## src/rtl/mem_bus_arbiter.sv

```systemverilog
// mem_bus_arbiter: two-host round-robin sequencer, one outstanding A/D transaction with response timeout
module mem_bus_arbiter #(
   parameter int ADDR_WIDTH = 12,
   parameter int DATA_WIDTH = 32,
   parameter int MASK_WIDTH = 4,
   parameter int TIMEOUT    = 255
) (
   input  logic                  clk,
   input  logic                  reset,
   input  logic                  h0_a_valid_i,
   output logic                  h0_a_ready_o,
   input  logic [ADDR_WIDTH-1:0] h0_a_address_i,
   input  logic [2:0]            h0_a_opcode_i,
   input  logic [DATA_WIDTH-1:0] h0_a_data_i,
   input  logic [1:0]            h0_a_size_i,
   input  logic [MASK_WIDTH-1:0] h0_a_mask_i,
   output logic                  h0_d_valid_o,
   output logic [2:0]            h0_d_opcode_o,
   output logic [1:0]            h0_d_size_o,
   output logic [DATA_WIDTH-1:0] h0_d_data_o,
   output logic                  h0_d_error_o,
   input  logic                  h1_a_valid_i,
   output logic                  h1_a_ready_o,
   input  logic [ADDR_WIDTH-1:0] h1_a_address_i,
   input  logic [2:0]            h1_a_opcode_i,
   input  logic [DATA_WIDTH-1:0] h1_a_data_i,
   input  logic [1:0]            h1_a_size_i,
   input  logic [MASK_WIDTH-1:0] h1_a_mask_i,
   output logic                  h1_d_valid_o,
   output logic [2:0]            h1_d_opcode_o,
   output logic [1:0]            h1_d_size_o,
   output logic [DATA_WIDTH-1:0] h1_d_data_o,
   output logic                  h1_d_error_o,
   output logic                  m_a_valid_o,
   output logic [ADDR_WIDTH-1:0] m_a_address_o,
   output logic [2:0]            m_a_opcode_o,
   output logic [DATA_WIDTH-1:0] m_a_data_o,
   output logic [1:0]            m_a_size_o,
   output logic [MASK_WIDTH-1:0] m_a_mask_o,
   input  logic                  m_d_valid_i,
   input  logic [2:0]            m_d_opcode_i,
   input  logic [1:0]            m_d_size_i,
   input  logic [DATA_WIDTH-1:0] m_d_data_i
);
   localparam int TW = $clog2(TIMEOUT + 1);
   typedef enum logic [1:0] {S_IDLE, S_ISSUE, S_WAIT, S_RESP} state_t;
   state_t                state_q, state_d;
   logic                  last_q, last_d, owner_q, owner_d;
   logic [ADDR_WIDTH-1:0] addr_q, addr_d;
   logic [2:0]            op_q, op_d, rop_q, rop_d;
   logic [DATA_WIDTH-1:0] data_q, data_d, rdata_q, rdata_d;
   logic [1:0]            size_q, size_d, rsize_q, rsize_d;
   logic [MASK_WIDTH-1:0] mask_q, mask_d;
   logic                  rerr_q, rerr_d;
   logic [TW-1:0]         timer_q, timer_d;
   logic                  win, idle;
   assign idle = state_q == S_IDLE;
   assign win  = (h0_a_valid_i && h1_a_valid_i) ? ~last_q : h1_a_valid_i;
   assign h0_a_ready_o = idle && h0_a_valid_i && !win;
   assign h1_a_ready_o = idle && h1_a_valid_i && win;
   assign m_a_valid_o   = state_q == S_ISSUE;
   assign m_a_address_o = addr_q;
   assign m_a_opcode_o  = op_q;
   assign m_a_data_o    = data_q;
   assign m_a_size_o    = size_q;
   assign m_a_mask_o    = mask_q;
   assign h0_d_valid_o  = state_q == S_RESP && !owner_q;
   assign h1_d_valid_o  = state_q == S_RESP && owner_q;
   assign h0_d_opcode_o = h0_d_valid_o ? rop_q : '0;
   assign h0_d_size_o   = h0_d_valid_o ? rsize_q : '0;
   assign h0_d_data_o   = h0_d_valid_o ? rdata_q : '0;
   assign h0_d_error_o  = h0_d_valid_o && rerr_q;
   assign h1_d_opcode_o = h1_d_valid_o ? rop_q : '0;
   assign h1_d_size_o   = h1_d_valid_o ? rsize_q : '0;
   assign h1_d_data_o   = h1_d_valid_o ? rdata_q : '0;
   assign h1_d_error_o  = h1_d_valid_o && rerr_q;
   // sequencing: accept, issue one beat, wait or time out, return response to owner
   always_comb begin
      state_d = state_q;
      last_d  = last_q;
      owner_d = owner_q;
      addr_d  = addr_q;
      op_d    = op_q;
      data_d  = data_q;
      size_d  = size_q;
      mask_d  = mask_q;
      rop_d   = rop_q;
      rsize_d = rsize_q;
      rdata_d = rdata_q;
      rerr_d  = rerr_q;
      timer_d = timer_q;
      case (state_q)
         S_IDLE: if (h0_a_valid_i || h1_a_valid_i) begin
            owner_d = win;
            last_d  = win;
            addr_d  = win ? h1_a_address_i : h0_a_address_i;
            op_d    = win ? h1_a_opcode_i : h0_a_opcode_i;
            data_d  = win ? h1_a_data_i : h0_a_data_i;
            size_d  = win ? h1_a_size_i : h0_a_size_i;
            mask_d  = win ? h1_a_mask_i : h0_a_mask_i;
            state_d = S_ISSUE;
         end
         S_ISSUE, S_WAIT: if (m_d_valid_i) begin
            rop_d   = m_d_opcode_i;
            rsize_d = m_d_size_i;
            rdata_d = m_d_data_i;
            rerr_d  = 1'b0;
            state_d = S_RESP;
         end else if (state_q == S_ISSUE) begin
            timer_d = '0;
            state_d = S_WAIT;
         end else if (timer_q == TW'(TIMEOUT - 1)) begin
            rop_d   = op_q == 3'b100 ? 3'b001 : 3'b000;
            rsize_d = size_q;
            rdata_d = '0;
            rerr_d  = 1'b1;
            state_d = S_RESP;
         end else begin
            timer_d = timer_q + 1'b1;
         end
         default: state_d = S_IDLE;
      endcase
   end
   // state and datapath registers; reset aborts any transaction in flight
   always_ff @(posedge clk or posedge reset) begin
      if (reset) begin
         state_q <= S_IDLE;
         last_q  <= 1'b1;
         owner_q <= 1'b0;
         addr_q  <= '0;
         op_q    <= '0;
         data_q  <= '0;
         size_q  <= '0;
         mask_q  <= '0;
         rop_q   <= '0;
         rsize_q <= '0;
         rdata_q <= '0;
         rerr_q  <= 1'b0;
         timer_q <= '0;
      end else begin
         state_q <= state_d;
         last_q  <= last_d;
         owner_q <= owner_d;
         addr_q  <= addr_d;
         op_q    <= op_d;
         data_q  <= data_d;
         size_q  <= size_d;
         mask_q  <= mask_d;
         rop_q   <= rop_d;
         rsize_q <= rsize_d;
         rdata_q <= rdata_d;
         rerr_q  <= rerr_d;
         timer_q <= timer_d;
      end
   end
endmodule

```

## config.mk

```make
export PLATFORM = sky130hd
export DESIGN_NAME = mem_bus_arbiter
export DESIGN_NICKNAME = d
export VERILOG_FILES = /design/src/rtl/mem_bus_arbiter.sv
export SDC_FILE = /design/constraint.sdc
export NUM_CORES = 1
export LEC_CHECK = 0
export CORE_MARGIN = 5
export CORE_UTILIZATION = 42
export CTS_BUF_LIST = sky130_fd_sc_hd__clkbuf_8 sky130_fd_sc_hd__clkbuf_16
export DETAILED_ROUTE_END_ITERATION = 16
export HOLD_SLACK_MARGIN = 0.12
export PLACE_DENSITY_LB_ADDON = 0.12
export SLEW_MARGIN = 10
export SYNTH_ARGS = -nofsm -noshare
export SYNTH_HDL_FRONTEND = slang
export SYNTH_SLANG_ARGS = --single-unit
```

## constraint.sdc

```tcl
create_clock -name clk -period 8.5 [get_ports clk]
set_input_delay 1.275 -clock clk [delete_from_list [all_inputs] [get_ports clk]]
set_output_delay 1.275 -clock clk [all_outputs]
set_load 0.005 [all_outputs]
```

# Yosys cells after proc, flatten, opt, wreduce, memory -nomap -nowiden
# Index checks and enable logic that the tools add are counted.
# totals
input_bits,148
register_bits,103
# op_classes
n_mux,32
addsub,1
eq_ne,9
reduce_logical,19
bitwise_logic,2
# ops
cell,n
32-bit 2-to-1 mux,6
2-bit 2-to-1 mux,10
3-bit 2-to-1 mux,6
8-bit 2-to-1 mux,2
12-bit 2-to-1 mux,1
1-bit logical AND,9
8-bit by 1-bit adder with 8-bit output (second input constant),1
8-bit == test (second input constant),1
3-bit AND reduction,2
1-bit 2-to-1 mux,5
2-bit == test (second input constant),2
4-bit 2-to-1 mux,1
2-bit by 1-bit inequality test with 1-bit output (second input constant),2
4-bit inequality test (second input constant),1
2-bit case mux with 2 select lines,1
2-bit AND reduction,2
3-bit == test (second input constant),1
2-bit by 1-bit == test with 1-bit output (second input constant),1
1-bit logical NOT,2
2-bit logical NOT,1
2-bit inequality test (second input constant),1
1-bit inverter,2
2-bit nonzero test,1
2-bit OR reduction,1
1-bit logical OR,1

# Logic depth before layout (Yosys ltp)
# Gate-level depths: netlist of run 1.
# depth
word_depth,5
mapped_depth,7
mapped_depth_nobuf,6

# Worst setup path after synthesis of run 1
# Ideal clock, no wire load.
# synth_timing
kind,in2out
start,input port h1_a_valid_i
end,output port h0_a_ready_o
arrival_ns,1.895
path_slack_ns,5.330
required_time_ns,7.225
stages,4
cell_sequence,a21boi_1 buf_2 buf_4 nor2_1
# synth_between
elab_chain_cells,4
# synth_rtl
element,line,source
"start, declared",22,"input logic h1_a_valid_i,"
1-bit logical AND,58,assign win = (h0_a_valid_i && h1_a_valid_i) ? ~last_q : h1_a_valid_i;
1-bit 2-to-1 mux *,58,
1-bit logical NOT *,59,assign h0_a_ready_o = idle && h0_a_valid_i && !win;
1-bit logical AND *,59,
"end, declared",11,"output logic h0_a_ready_o,"
# Every way passes the cells marked *; elsewhere a longest branch is shown, timed or not.

# Final worst setup path of run 1
# layout_timing
start,register state_q[0]
end,output port h0_d_data_o[29]
# layout_between
elab_chain_cells,3
# layout_rtl
element,line,source
"start, declared",47,"state_t state_q, state_d;"
"start signal, assigned",141,state_q <= state_d;
2-bit == test,67,assign h0_d_valid_o = state_q == S_RESP && !owner_q;
1-bit logical AND,67,
32-bit 2-to-1 mux,71,assign h0_d_data_o = h0_d_valid_o ? rdata_q : '0;
"end, declared",20,"output logic [DATA_WIDTH-1:0] h0_d_data_o,"
# Every way passes these cells.

==> flow_summary.toml, run 1 <==
[hold_path]
whs_path_depth = 2
hold_class = "flop to flop"
min_to = "m_a_address_o[8]"
hp-start = "m_a_address_o[8]"

[grt]
grtUsageTotal_pct = 21.8
grt_pass1_vias = 4662
grt_antenna_before_repair = 0
grt_overflow = 0
grt_max_degree = 66
grt_pass1_wl_um = 25000

[sta]
relSlewSlack_pct = 24.8
fin_crit_sh_pct = 55.8
setup_violations = 0
drv_slew = 0
worst_pin_slew_ns = 1.13
setup-tns-final_ns = 0
finalHoldViolCount = 0
setup_slack_ns = 3.75
rsz0062_at_grt = "false"
skew_ns = 0.0145
fmaxAchievable_mhz = 211
fin_crit_ns = 4.75

[clock_network]
clock_path_buffers = 2
cts_root_buffer = "clkbuf_16"
h-tree-depth = 3
cts.sinks = 103
cts_tree = "built"
numCtsBuffers = 9
worstSkewPairLatency_ns = 0.34
postCtsResizedCells = 0
postCtsHoldBufs = 0
cts_setup_buffers = 0
clk_pin_slew_ns = 0.07

[drt]
drc_errors = 0
vias_per_cell = 5.17
vias = 4687
wl_um = 16200
routedWlPerCell_um = 17.9
firstDrtPassIters = 4
drtIter0Drc = 195
ant_nets = 0

[power_and_ir_drop]
seqPwrFrac_pct = 37.1
internal-power_w = 0.00156
clockPowerShare_pct = 15.2
p_total_w = 0.00243
power_frac_comb_pct = 47.6
pwr_density_cell_nw_per_um2 = 295
power_switching_w = 0.000863
power.share.switching_pct = 35.6
peakVddDrop_uv = 128
p_leak_nw = 3.65

[worst_setup_path]
reg2reg_from = "timer_q[0]"
critPathMaxStageDelay_ns = 1.03
reg2reg_setup_slack_ns = 6.38
slowest_stage = "nor2b_2"
r2r_cells = 6
cp.arrival_ns = 3.47
crit_fanout = 41
r2r-end = "rsize_q[0]"
cp_top_family = "simple AND/OR/NAND/NOR gates"
cp.required_ns = 7.22
crit_buf_inv = 1
path_class = "flop to output pin"
crit_path_start_kind = "flop"
path_cells = "ha_1, nor2b_2, and2_1, clkdlybuf4s50_1"
setup.worst_path.start = "state_q[0]"
end_kind = "output pin"

[floorplan]
io-pin-count = 282
rows = 40
coreArea_um2 = 12000
initial_utilization_pct = 42.7
die_w_um = 120
die_h_um = 120
fp.dieArea_um2 = 14500

[placed_design]
placed_cells = 891
hpwl_um = 12700
place_area_um2 = 7960
io_buffers = 281
gp_routability_congestion = 0.832
pre_cts_slack_ns = 4.08

[logic_synthesis]
ys.flop_type = "dfrtp_1"
synth-seq-cells = 103
ys_seq_area_share_pct = 50.5
syn_inst = 497
synth_edf_count = 0
synth_warnings = 0
avgSynthCellArea_um2 = 10.3
syn_nets = 650
synth_async_sr_flop_share_pct = 100
syn_area_um2 = 5100
synth_cell_types = 46

[cells_and_area]
nets = 908
final_area_um2 = 8230
final_cell_count_no_fill = 906
most-common-layout-cells = "clkdlybuf4s50_1 (281), dfrtp_1 (102), nand2_1 (61)"
final_common_cell = "clkdlybuf4s50_1"
num_antenna_cells = 0
drive_above_1_share_pct = 3.95
syn2layout_area_growth_pct = 61.2

[status]
status = "completed"

[run]
drv_cap = 0
[cells in the mapped netlist, types with 3 or more instances]
master / n / share of area [%]
buf_4: 5 / 0.74
a21oi_1: 4 / 0.39
mux2i_1: 54 / 11
a22o_1: 34 / 5.8
o21ai_0: 4 / 0.39
and2_1: 42 / 5.1
buf_6: 3 / 0.66
nor2_1: 6 / 0.44
o21ai_1: 58 / 5.7
nor3_1: 4 / 0.39
and3_1: 38 / 4.7
inv_1: 8 / 0.59
ha_1: 5 / 1.2
a31oi_1: 4 / 0.49
buf_2: 6 / 0.59
nand2_1: 61 / 4.5
dfrtp_1: 102 / 50
nand3_1: 5 / 0.49
clkbuf_1: 22 / 1.6
[worst max-delay path by stage]
stage,cells past startpoint,endpoint
floorplan,1,m_a_address_o[0]
global placement,4,h0_a_ready_o
detailed placement,4,h0_d_data_o[29]
CTS,4,h0_d_data_o[29]
global route,4,h0_d_data_o[3]
finish,4,h0_d_data_o[29]
[through the flow]
stage | hold slack (ns) | utilization [%]
detailed placement | 0.474 | 66.6
CTS | 0.490 | 68.8
global route | 0.505 | 68.8
floorplan | 0.469 | -
global placement | 0.466 | 66.6
finish | 0.482 | 68.8
[registers in the layout, summed over array words and instances, names as in the netlist]
signal	count
m_a_size_o	2
m_a_mask_o	4
rsize_q	2
rop_q	3
m_a_opcode_o	3
last_q	1
state_q	2
rerr_q	1
owner_q	1
timer_q	8
rdata_q	32
m_a_address_o	12
m_a_data_o	32
[cell families after synthesis]
kind of cell	count (synthesis)	synth area share, %
AND/OR/NAND/NOR	170	17.9
adder cells (fa/ha/maj)	5	1.23
AO/OA/AOI/OAI	119	15.4
flip-flops	103	50.5
buffers and inverters	46	4.34
multiplexers	54	10.6
[layout make-up]
cell class,instances,area (µm²)
clock buffers,9,225
repair buffers,285,2840
well taps,147,184
inverters,8,32.5
multi-input cells,348,2320
flip-flops and latches,103,2580
clock inverters,6,40.0
fillers,957,3730
[worst min-delay path: stages, from the launching register on]
cell and delay, ns:
dfrtp_1 0.34, nand2_1 0.05, o21ai_1 0.06
[metal layers]
layer | part of all wire (%) | vias up | global-route usage (%)
met5 | 0 | - | 0
met4 | 2.4 | 0 | 6.94
met3 | 8.6 | 28 | 5.94
met2 | 51 | 203 | 39.4
met1 | 38 | 2185 | 24.9
li1 | - | 2271 | -
[power by group through the flow]
stage / clock network, W / logic [W] / registers, W
finish: 0.000370 / 0.00116 / 0.000900
detailed placement: 0 / 0.00117 / 0.000908
floorplan: 0 / 0.000605 / 0.000855
global placement: 0 / 0.00114 / 0.000896
global route: 0.000403 / 0.00126 / 0.000936
CTS: 0.000379 / 0.00118 / 0.000901
(Power assumes the default switching activity.)
==> run 2, diff against run 1 <==
--- a/config.mk
+++ b/config.mk
@@ -6,7 +6,7 @@
 export NUM_CORES = 1
 export LEC_CHECK = 0
 export CORE_MARGIN = 5
-export CORE_UTILIZATION = 42
+export CORE_UTILIZATION = 35
 export CTS_BUF_LIST = sky130_fd_sc_hd__clkbuf_8 sky130_fd_sc_hd__clkbuf_16
 export DETAILED_ROUTE_END_ITERATION = 16
 export HOLD_SLACK_MARGIN = 0.12
==> constraint.sdc (replaced) <==
create_clock -name clk -period 4.19 [get_ports clk]
set_input_delay 0.6285 -clock clk [delete_from_list [all_inputs] [get_ports clk]]
set_output_delay 0.6285 -clock clk [all_outputs]
set_load 0.005 [all_outputs]
==> run 2 against run 1 <==
Effect of this change: clock power up 130%; combinational power up 110%; sequential share of layout area down 0.46 points; worst setup slack worse by 2.7 ns; sequential cell count unchanged; critical path type is now input port to output pin; total power up 110%; global-route usage down 3.0 points; highest routed layer unchanged; largest power group unchanged; first-iteration DRC count down 31%; cell area up 1.5%.
==> flow_summary.toml, run 2 (synthesis results as in run 1) <==
[sta]
finalHoldViolCount = 0
setup-tns-final_ns = 0
fmaxAchievable_mhz = 315
fin_hold_ws_ns = 0.479
worst_pin_slew_ns = 0.993
rsz0062_at_grt = "false"
fin_crit_ns = 3.17
relSlewSlack_pct = 33.8
setup_violations = 0
fin_crit_sh_pct = 75.6
drv_slew = 0
skew_ns = 0.00780

[drt]
routedWlPerCell_um = 17.3
top_layer_used = "met4"
wl_met1_um = 6100
vias = 4676
ant_nets = 0
route.met3.wl_um = 1710
wl_met2_um = 8250
firstDrtPassIters = 4
vias_per_cell = 4.93
wl_um = 16400
drc_errors = 0
drtIter0Drc = 135

[power_and_ir_drop]
power.share.switching_pct = 34.6
power_switching_w = 0.00174
clockPowerShare_pct = 16.7
p_leak_nw = 3.71
internal-power_w = 0.00328
pwr_density_cell_nw_per_um2 = 602
p_total_w = 0.00503
peakVddDrop_uv = 321
seqPwrFrac_pct = 35.7
power_frac_comb_pct = 47.7

[worst_setup_path]
end_kind = "output pin"
path_class = "input port to output pin"
cp.required_ns = 3.56
setup.worst_path.start = "h1_a_valid_i"
cp.arrival_ns = 2.54
reg2reg_from = "timer_q[0]"
crit_path_start_kind = "input port"
crit_fanout = 13

[clock_network]
numCtsBuffers = 9
cts_root_buffer = "clkbuf_16"
postCtsHoldBufs = 0
postCtsResizedCells = 0
cts_tree = "built"
cts_setup_buffers = 0
clock_path_buffers = 2
h-tree-depth = 3
cts.sinks = 103
clk_pin_slew_ns = 0.06
worstSkewPairLatency_ns = 0.35

[floorplan]
die_h_um = 131
fp.dieArea_um2 = 17100
initial_utilization_pct = 35.4
io-pin-count = 282
die_w_um = 131
coreArea_um2 = 14400
rows = 44

[cells_and_area]
syn2layout_area_growth_pct = 63.6
multi_input_area_um2 = 2320
nets = 912
final_common_cell = "clkdlybuf4s50_1"
drive_above_1_share_pct = 4.19
num_antenna_cells = 0
n_fill_cell = 1229
most-common-layout-cells = "clkdlybuf4s50_1 (281), dfrtp_1 (102), nand2_1 (61)"
seqCellArea_um2 = 2580

[hold_path]
hold_class = "flop to flop"
hp-start = "m_a_address_o[3]"

[status]
status = "completed"

[placed_design]
gp_routability_congestion = 0.843
hpwl_um = 12800
io_buffers = 281

[grt]
grt_antenna_before_repair = 0
grt_max_degree = 85
grtUsageTotal_pct = 18.7
grt_pass1_vias = 4762
grt_pass1_wl_um = 24800
grt_overflow = 0

[run]
drv_cap = 0
## run 2: layer usage
| layer | vias to the layer above | track usage, % |
|---|---|---|
| met3 | 19 | 7.56 |
| met5 | - | 0 |
| met1 | 2186 | 20.2 |
| li1 | 2269 | - |
| met4 | 0 | 6.96 |
| met2 | 202 | 33.0 |
## run 2: worst paths after layout
| path | end | slack, ns | cells past startpoint |
|---|---|---|---|
| max | h1_a_ready_o | 1.02 | 4 |
| max reg2reg | rsize_q[0] | 2.08 | 6 |
| min reg2reg | m_a_address_o[3] | 0.48 | 2 |
| min | m_a_address_o[3] | 0.48 | 2 |
| max in group asynchronous | timer_q[7] | 2.56 | 3 |
| min in group asynchronous | rdata_q[28] | 0.85 | 2 |
## run 2: power by group through the flow
stage | combinational, W | clock (W) | sequential [W]
4_1_cts | 0.00245 | 0.000865 | 0.00179
3_5_place_dp | 0.00244 | 0 | 0.00180
5_1_grt | 0.00265 | 0.000903 | 0.00185
2_1_floorplan | 0.00123 | 0 | 0.00174
3_3_place_gp | 0.00239 | 0 | 0.00178
6_report | 0.00240 | 0.000838 | 0.00179
## run 2: stage by stage
step	area [µm²]	std cells	setup slack, ns	util (%)
2_1_floorplan	5100	497	0.859	-
5_1_grt	8350	948	0.925	57.9
3_3_place_gp	8050	932	1.03	55.8
3_5_place_dp	8050	932	1.00	55.8
6_report	8350	948	1.02	57.9
4_1_cts	8350	948	0.985	57.9
## run 2: final cells by class
cell class,instances,share of cell area [%]
Clock buffer,11,3.03
Clock inverter,5,0.540
Inverter,8,0.390
Multi-Input combinational cell,348,27.8
Sequential cell,103,30.9
Tap cell,184,2.76
Timing Repair Buffer,289,34.6
## run 2: critical path: stages
cell,delay [ns]
clkdlybuf4s50_1,0.56
a21boi_4,0.52
and2_1,0.27
clkdlybuf4s50_1,0.56
